<file path="config.mk">
export PLATFORM = sky130hd
export DESIGN_NAME = dmem_arbiter
export DESIGN_NICKNAME = d
export VERILOG_FILES = /design/src/rtl/dmem_pkg.sv /design/src/rtl/dmem_load_fmt.sv /design/src/rtl/dmem_arbiter.sv
export SDC_FILE = /design/constraint.sdc
export NUM_CORES = 1
export LEC_CHECK = 0
export ABC_AREA = 1
export CAP_MARGIN = 20
export CORE_ASPECT_RATIO = 1.4
export CORE_MARGIN = 4
export CORE_UTILIZATION = 31
export DETAILED_ROUTE_END_ITERATION = 7
export PLACE_DENSITY = 0.79
export SLEW_MARGIN = 20
export SYNTH_ARGS = -nofsm -noshare
export SYNTH_HDL_FRONTEND = slang
export SYNTH_SLANG_ARGS = --single-unit
</file>
<file path="constraint.sdc">
create_clock -name clk -period 5.1 [get_ports clk]
set_input_delay 1.02 -clock clk [delete_from_list [all_inputs] [get_ports clk]]
set_output_delay 1.02 -clock clk [all_outputs]
set_load 0.05 [all_outputs]
</file>
<file path="src/rtl/dmem_pkg.sv">
// Shared encodings for the data-memory access path: access sizes, DMEM command codes,
// lock FSM states and the range/command helpers used by the arbiter.
package dmem_pkg;

  localparam logic [1:0] SZ_B = 2'd0;
  localparam logic [1:0] SZ_H = 2'd1;
  localparam logic [1:0] SZ_W = 2'd2;

  localparam logic [1:0] RWE_RD = 2'd0;
  localparam logic [1:0] RWE_SW = 2'd1;
  localparam logic [1:0] RWE_SH = 2'd2;
  localparam logic [1:0] RWE_SB = 2'd3;

  localparam int DMEM_BYTES = 128;

  typedef enum logic {
    S_RR,
    S_LOCK
  } lock_state_t;

  // Unaligned accesses are fine as long as the last byte stays inside DMEM.
  function automatic logic access_legal(input logic [1:0] size, input logic [6:0] addr);
    logic [7:0] end_addr;
    end_addr = {1'b0, addr} + (8'd1 << size);
    return (size != 2'd3) && (end_addr <= 8'(DMEM_BYTES));
  endfunction

  function automatic logic [1:0] store_rwe(input logic [1:0] size);
    logic [1:0] rwe;
    case (size)
      SZ_B:    rwe = RWE_SB;
      SZ_H:    rwe = RWE_SH;
      SZ_W:    rwe = RWE_SW;
      default: rwe = RWE_RD;
    endcase
    return rwe;
  endfunction

endpackage

</file>
<file path="src/rtl/dmem_load_fmt.sv">
// Load data formatter: picks byte/half/word from the low end of the raw DMEM word and
// sign- or zero-extends it. Also used by the core writeback path.
module dmem_load_fmt
  import dmem_pkg::*;
(
  input  logic [1:0]  size,
  input  logic        uns,
  input  logic [31:0] raw,
  output logic [31:0] data
);

  always_comb begin
    data = raw;
    case (size)
      SZ_B:    data = uns ? {24'b0, raw[7:0]}  : {{24{raw[7]}}, raw[7:0]};
      SZ_H:    data = uns ? {16'b0, raw[15:0]} : {{16{raw[15]}}, raw[15:0]};
      default: data = raw;
    endcase
  end

endmodule

</file>
<file path="src/rtl/dmem_arbiter.sv">
// Two-port round-robin arbiter with a bounded port-1 burst lock in front of DMEM,
// translating grants into rwe/addr/wdata and returning formatted responses one cycle later.
//
// state  | meaning
// S_RR   | plain round-robin between the two ports
// S_LOCK | port 1 holds a burst lock; port 0 forced in after LOCK_MAX port-1 grants
module dmem_arbiter
  import dmem_pkg::*;
#(
  parameter int LOCK_MAX = 8
) (
  input  logic        clk,
  input  logic        reset,
  input  logic        m0_req,
  input  logic        m0_we,
  input  logic [1:0]  m0_size,
  input  logic        m0_unsigned,
  input  logic [6:0]  m0_addr,
  input  logic [31:0] m0_wdata,
  input  logic        m1_req,
  input  logic        m1_we,
  input  logic [1:0]  m1_size,
  input  logic        m1_unsigned,
  input  logic [6:0]  m1_addr,
  input  logic [31:0] m1_wdata,
  input  logic        m1_lock,
  output logic        m0_gnt,
  output logic        m0_rvalid,
  output logic [31:0] m0_rdata,
  output logic        m0_err,
  output logic        m1_gnt,
  output logic        m1_rvalid,
  output logic [31:0] m1_rdata,
  output logic        m1_err,
  output logic [1:0]  mem_rwe,
  output logic [6:0]  mem_addr,
  output logic [31:0] mem_wdata,
  input  logic [31:0] mem_rdata
);

  localparam int CW = $clog2(LOCK_MAX + 1);
  localparam logic [CW-1:0] CNT_MAX = CW'(LOCK_MAX);

  lock_state_t   state_q, state_d;
  logic [CW-1:0] lock_cnt_q, lock_cnt_d;
  logic          rr_q, rr_d;
  logic          pick1, any_gnt, legal;

  logic          sel_we, sel_uns;
  logic [1:0]    sel_size;
  logic [6:0]    sel_addr;
  logic [31:0]   sel_wdata;

  logic          rsp_valid, rsp_port, rsp_we, rsp_uns, rsp_err;
  logic [1:0]    rsp_size;
  logic [31:0]   fmt_data, rsp_data;

  // Arbitration: single requester wins outright, ties go by lock state or rr.
  always_comb begin
    pick1  = 1'b0;
    m0_gnt = 1'b0;
    m1_gnt = 1'b0;
    if (!reset) begin
      if (m0_req && m1_req) begin
        if (state_q == S_LOCK && m1_lock) pick1 = (lock_cnt_q != CNT_MAX);
        else if (state_q == S_LOCK)       pick1 = 1'b0;
        else                              pick1 = rr_q;
        m1_gnt = pick1;
        m0_gnt = !pick1;
      end else begin
        m0_gnt = m0_req;
        m1_gnt = m1_req;
      end
    end
  end

  assign any_gnt = m0_gnt || m1_gnt;

  always_comb begin
    state_d    = state_q;
    lock_cnt_d = lock_cnt_q;
    rr_d       = rr_q;
    if (m0_gnt) rr_d = 1'b1;
    if (m1_gnt) rr_d = 1'b0;
    case (state_q)
      S_RR: begin
        if (m1_gnt && m1_lock) begin
          state_d    = S_LOCK;
          lock_cnt_d = CW'(1);
        end
      end
      S_LOCK: begin
        if (!m1_lock) begin
          state_d    = S_RR;
          lock_cnt_d = '0;
          if (!any_gnt) rr_d = 1'b0;
        end else if (m1_gnt) begin
          // Saturate so a late port-0 request is still let in at the bound.
          if (lock_cnt_q != CNT_MAX) lock_cnt_d = lock_cnt_q + CW'(1);
        end else if (m0_gnt && lock_cnt_q == CNT_MAX) begin
          lock_cnt_d = '0;
        end
      end
      default: state_d = S_RR;
    endcase
  end

  always_ff @(posedge clk) begin
    if (reset) begin
      state_q    <= S_RR;
      lock_cnt_q <= '0;
      rr_q       <= 1'b0;
    end else begin
      state_q    <= state_d;
      lock_cnt_q <= lock_cnt_d;
      rr_q       <= rr_d;
    end
  end

  always_comb begin
    sel_we    = m1_gnt ? m1_we       : m0_we;
    sel_uns   = m1_gnt ? m1_unsigned : m0_unsigned;
    sel_size  = m1_gnt ? m1_size     : m0_size;
    sel_addr  = m1_gnt ? m1_addr     : m0_addr;
    sel_wdata = m1_gnt ? m1_wdata    : m0_wdata;
    legal     = access_legal(sel_size, sel_addr);
  end

  // Illegal or idle cycles collapse to a read of address 0 so DMEM never sees a stray store.
  always_comb begin
    mem_rwe   = RWE_RD;
    mem_addr  = '0;
    mem_wdata = '0;
    if (any_gnt && legal) begin
      mem_addr  = sel_addr;
      mem_wdata = sel_wdata;
      if (sel_we) mem_rwe = store_rwe(sel_size);
    end
  end

  always_ff @(posedge clk) begin
    if (reset) begin
      rsp_valid <= 1'b0;
      rsp_port  <= 1'b0;
      rsp_we    <= 1'b0;
      rsp_size  <= SZ_B;
      rsp_uns   <= 1'b0;
      rsp_err   <= 1'b0;
    end else begin
      rsp_valid <= any_gnt;
      rsp_port  <= m1_gnt;
      rsp_we    <= sel_we;
      rsp_size  <= sel_size;
      rsp_uns   <= sel_uns;
      rsp_err   <= !legal;
    end
  end

  dmem_load_fmt u_fmt (
    .size (rsp_size),
    .uns  (rsp_uns),
    .raw  (mem_rdata),
    .data (fmt_data)
  );

  assign rsp_data  = (rsp_we || rsp_err) ? 32'b0 : fmt_data;

  assign m0_rvalid = !reset && rsp_valid && !rsp_port;
  assign m1_rvalid = !reset && rsp_valid &&  rsp_port;
  assign m0_rdata  = m0_rvalid ? rsp_data : 32'b0;
  assign m1_rdata  = m1_rvalid ? rsp_data : 32'b0;
  assign m0_err    = m0_rvalid && rsp_err;
  assign m1_err    = m1_rvalid && rsp_err;

endmodule

</file>
==> results_dict.tcl, run 1 <==
set metrics [dict create \
    status "finished, final reports clean" \
    grt_antenna_before_repair 0 \
    fillers 525 \
    avgSynthCellArea_um2 5.11 \
    dpl_worst_slack_ns -0.105 \
    hold_violations 0 \
    ys_types 32 \
    ys_warn_count 0 \
    clockRootBuffer "clkbuf_8" \
    relSlewSlack_pct 36.9 \
    syn_nets 602 \
    antennaDiodeCount 0 \
    clkTransAtPathRegs_ns 0.05 \
    period_minus_slack_ns 4.97 \
    coreArea_um2 7450 \
    whs_ns 0.525 \
    maxSlewViolCount 0 \
    pin_count 234 \
    numCtsBuffers 3 \
    wl_per_cell_um 15.9 \
    vias_per_cell 4.75 \
    multi_input_area_um2 1950 \
    syn_area_um2 2410 \
    die-width_um 82.6 \
    finClkSkew_ns 0.00426 \
    leakage_nw 2.57 \
    fin_nets 840 \
    grt_pass1_wl_mm 19.1 \
    place.gp.congestion 0.841 \
    synth_cells 472 \
    synth-edff-count 0 \
    cp_max_fo 8 \
    final_cells 806 \
    clock.fmax_mhz 201 \
    ys_ff_latch 13 \
    drt-initial-drc-count 92 \
    fin_crit_sh_pct 97.4 \
    p_per_area_nw_per_um2 154 \
    ant_nets 0 \
    crit_required_ns 4.08 \
    place_inst 791 \
    p_total_w 0.000884 \
    drv_cap 0 \
    startpoint_type "input pin" \
    die-area_um2 9280 \
    start_util_pct 32.4 \
    layout_setup_ws_ns 0.134 \
    yosys-top-cells-area "nand2_1 20%, inv_1 13%, nor2_1 13%, dfxtp_1 11%, nor2_2 11%" \
    first_global_vias 3915 \
    worstSetupPathType "in2out" \
    synthFlopType "dfxtp_1" \
    rsz0062_at_grt "false" \
    grt.overflow.total 0 \
    setup_violations 0 \
    ys_seq_area_share_pct 10.8 \
    drive_gt1_share_pct 19.2 \
    clock_path_buffers 2 \
    wl_mm 12.8 \
    numPortBuffers 233 \
    clk_latency_ns 0.24 \
    die_h_um 112 \
    holdCritPathClass "reg2reg" \
    ir_drop_mv 0.0989 \
    yosysTopAreaCellShare_pct 20.2 \
    synth.largest_area_cell "nand2_1" \
    htree_num_levels 1 \
    ys_async_sr_fraction_pct 0 \
    cp.arrival_ns 3.95 \
    fp-row-count 37 \
    clkSinkCount 13 \
    grt_usage_pct 26.1 \
    place_hpwl_mm 9.71 \
    vias 3827 \
    drt_pass1_iterations 4 \
    tightest_slew_ns 0.945 \
    syn_to_final_growth_pct 138 \
    drc 0 \
    crit_path_end_kind "primary output" \
    grt_max_degree 34 \
    tritoncts "yes" \
    regArea_um2 260 \
]
## timing repair
action,in CTS,in global routing
setup buffers,6,3
pin swaps,6,7
hold buffers,0,0
cloned,4,0
gates resized for setup,58,10
setup endpoints to repair,39,41
## layout make-up
cell class | count | area share [%]
clock buffer | 4 | 0.785
inverter | 90 | 5.89
multi-input combinational | 348 | 34.1
tap | 97 | 2.12
sequential | 13 | 4.54
timing repair buffer | 254 | 52.6
## routing by layer
layer	vias up	share of wire, %	track usage, %
li1	1876	-	-
met1	1679	31	24.0
met2	239	53	51.4
met3	33	11	7.06
met4	0	4.1	10.0
met5	-	0	0
## final timing paths
path                                                  from                          to  slack (ns)  cells after the start
worst max-delay path                               m1_lock               mem_wdata[27]        0.13                     20
worst min-delay path            lock_cnt_q[3]$_SDFFE_PP0P_  lock_cnt_q[3]$_SDFFE_PP0P_        0.53                      2
worst max register to register  lock_cnt_q[0]$_SDFFE_PP0P_          rsp_err$_SDFF_PP0_        2.21                     17
worst min register to register  lock_cnt_q[3]$_SDFFE_PP0P_  lock_cnt_q[3]$_SDFFE_PP0P_        0.53                      2
## flip-flops by register name, summed over array words and instances, names as in the netlist
signal      cells
lock_cnt_q      4
rsp_port        1
rsp_uns         1
rr_q            1
rsp_we          1
rsp_valid       1
state_q         1
rsp_size        2
rsp_err         1
## power by group
group          leakage (nW)  internal (W)  switching (W)
clock                0.0228     0.0000551      0.0000355
sequential            0.107      0.000109     0.00000679
combinational          2.44      0.000306       0.000371
total                  2.57      0.000470       0.000414
## logic make-up (layout without fill, tap and decap cells)
| logic type | count (synthesis) | in the layout | synth area share, % |
|---|---|---|---|
| flip-flops | 13 | 13 | 10.8 |
| AO/OA/AOI/OAI | 47 | 47 | 10.8 |
| adder cells (fa/ha/maj) | 7 | 7 | 3.94 |
| AND/OR/NAND/NOR | 290 | 291 | 53.7 |
| buffers and inverters | 112 | 348 | 19.6 |
| XOR/XNOR | 3 | 3 | 1.09 |
## cell usage in the layout, fill, tap and decap left out, types with 5 or more instances in the layout
| cell | netlist | final |
|---|---|---|
| buf_12 | 0 | 45 |
| o21ai_0 | 28 | 26 |
| o21ai_1 | 7 | 7 |
| inv_2 | 2 | 5 |
| clkdlybuf4s50_1 | 0 | 186 |
| nand2_1 | 130 | 125 |
| dfxtp_1 | 13 | 13 |
| nand3_1 | 10 | 10 |
| buf_4 | 2 | 16 |
| inv_1 | 85 | 82 |
| nor3_1 | 18 | 18 |
| ha_1 | 6 | 5 |
| nor2_1 | 82 | 80 |
| a21oi_1 | 7 | 7 |
| nor2_4 | 1 | 41 |
## critical path: stages
cell and delay [ns]:
dlygate4sd2_1 0.24, nand2_2 0.08, clkinv_1 0.07, nand2_2 0.06
nand2_4 0.11, buf_12 0.11, nand2_4 0.07, o21ai_2 0.17
ha_2 0.21, inv_1 0.05, fa_2 0.54, nand3_1 0.11
a21oi_1 0.14, nand3_1 0.11, nand3_2 0.12, nand3_4 0.12
buf_4 0.17, buf_12 0.15, nor2_4 0.12, buf_12 0.15
## cell usage after synthesis (2+ instances only)
master,count
a21oi_1,7
buf_1,5
buf_2,6
buf_4,2
buf_6,5
clkbuf_1,4
clkinv_1,3
dfxtp_1,13
ha_1,6
inv_1,85
inv_2,2
nand2_1,130
nand2_4,2
nand3_1,10
nand3b_1,2
nor2_1,82
nor2_2,41
nor3_1,18
o21ai_0,28
o21ai_1,7
o21ai_2,2
xnor2_1,2
## through the flow
| stage | setup TNS [ns] | utilization, % | area, µm² |
|---|---|---|---|
| floorplan | 0 | - | 2410 |
| global placement | 0 | 70.2 | 5230 |
| detailed placement | -3.72 | 70.2 | 5230 |
| CTS | 0 | 76.3 | 5690 |
| global route | 0 | 77.0 | 5740 |
| finish | 0 | 77.0 | 5740 |
No activity file was read; power rests on OpenSTA's default activity.
==> run 2: changes to the inputs <==
- CTS_CLUSTER_SIZE: not set -> 10
==> results of run 2 <==
Final layout, timing and power as in run 1 (identical DEF).
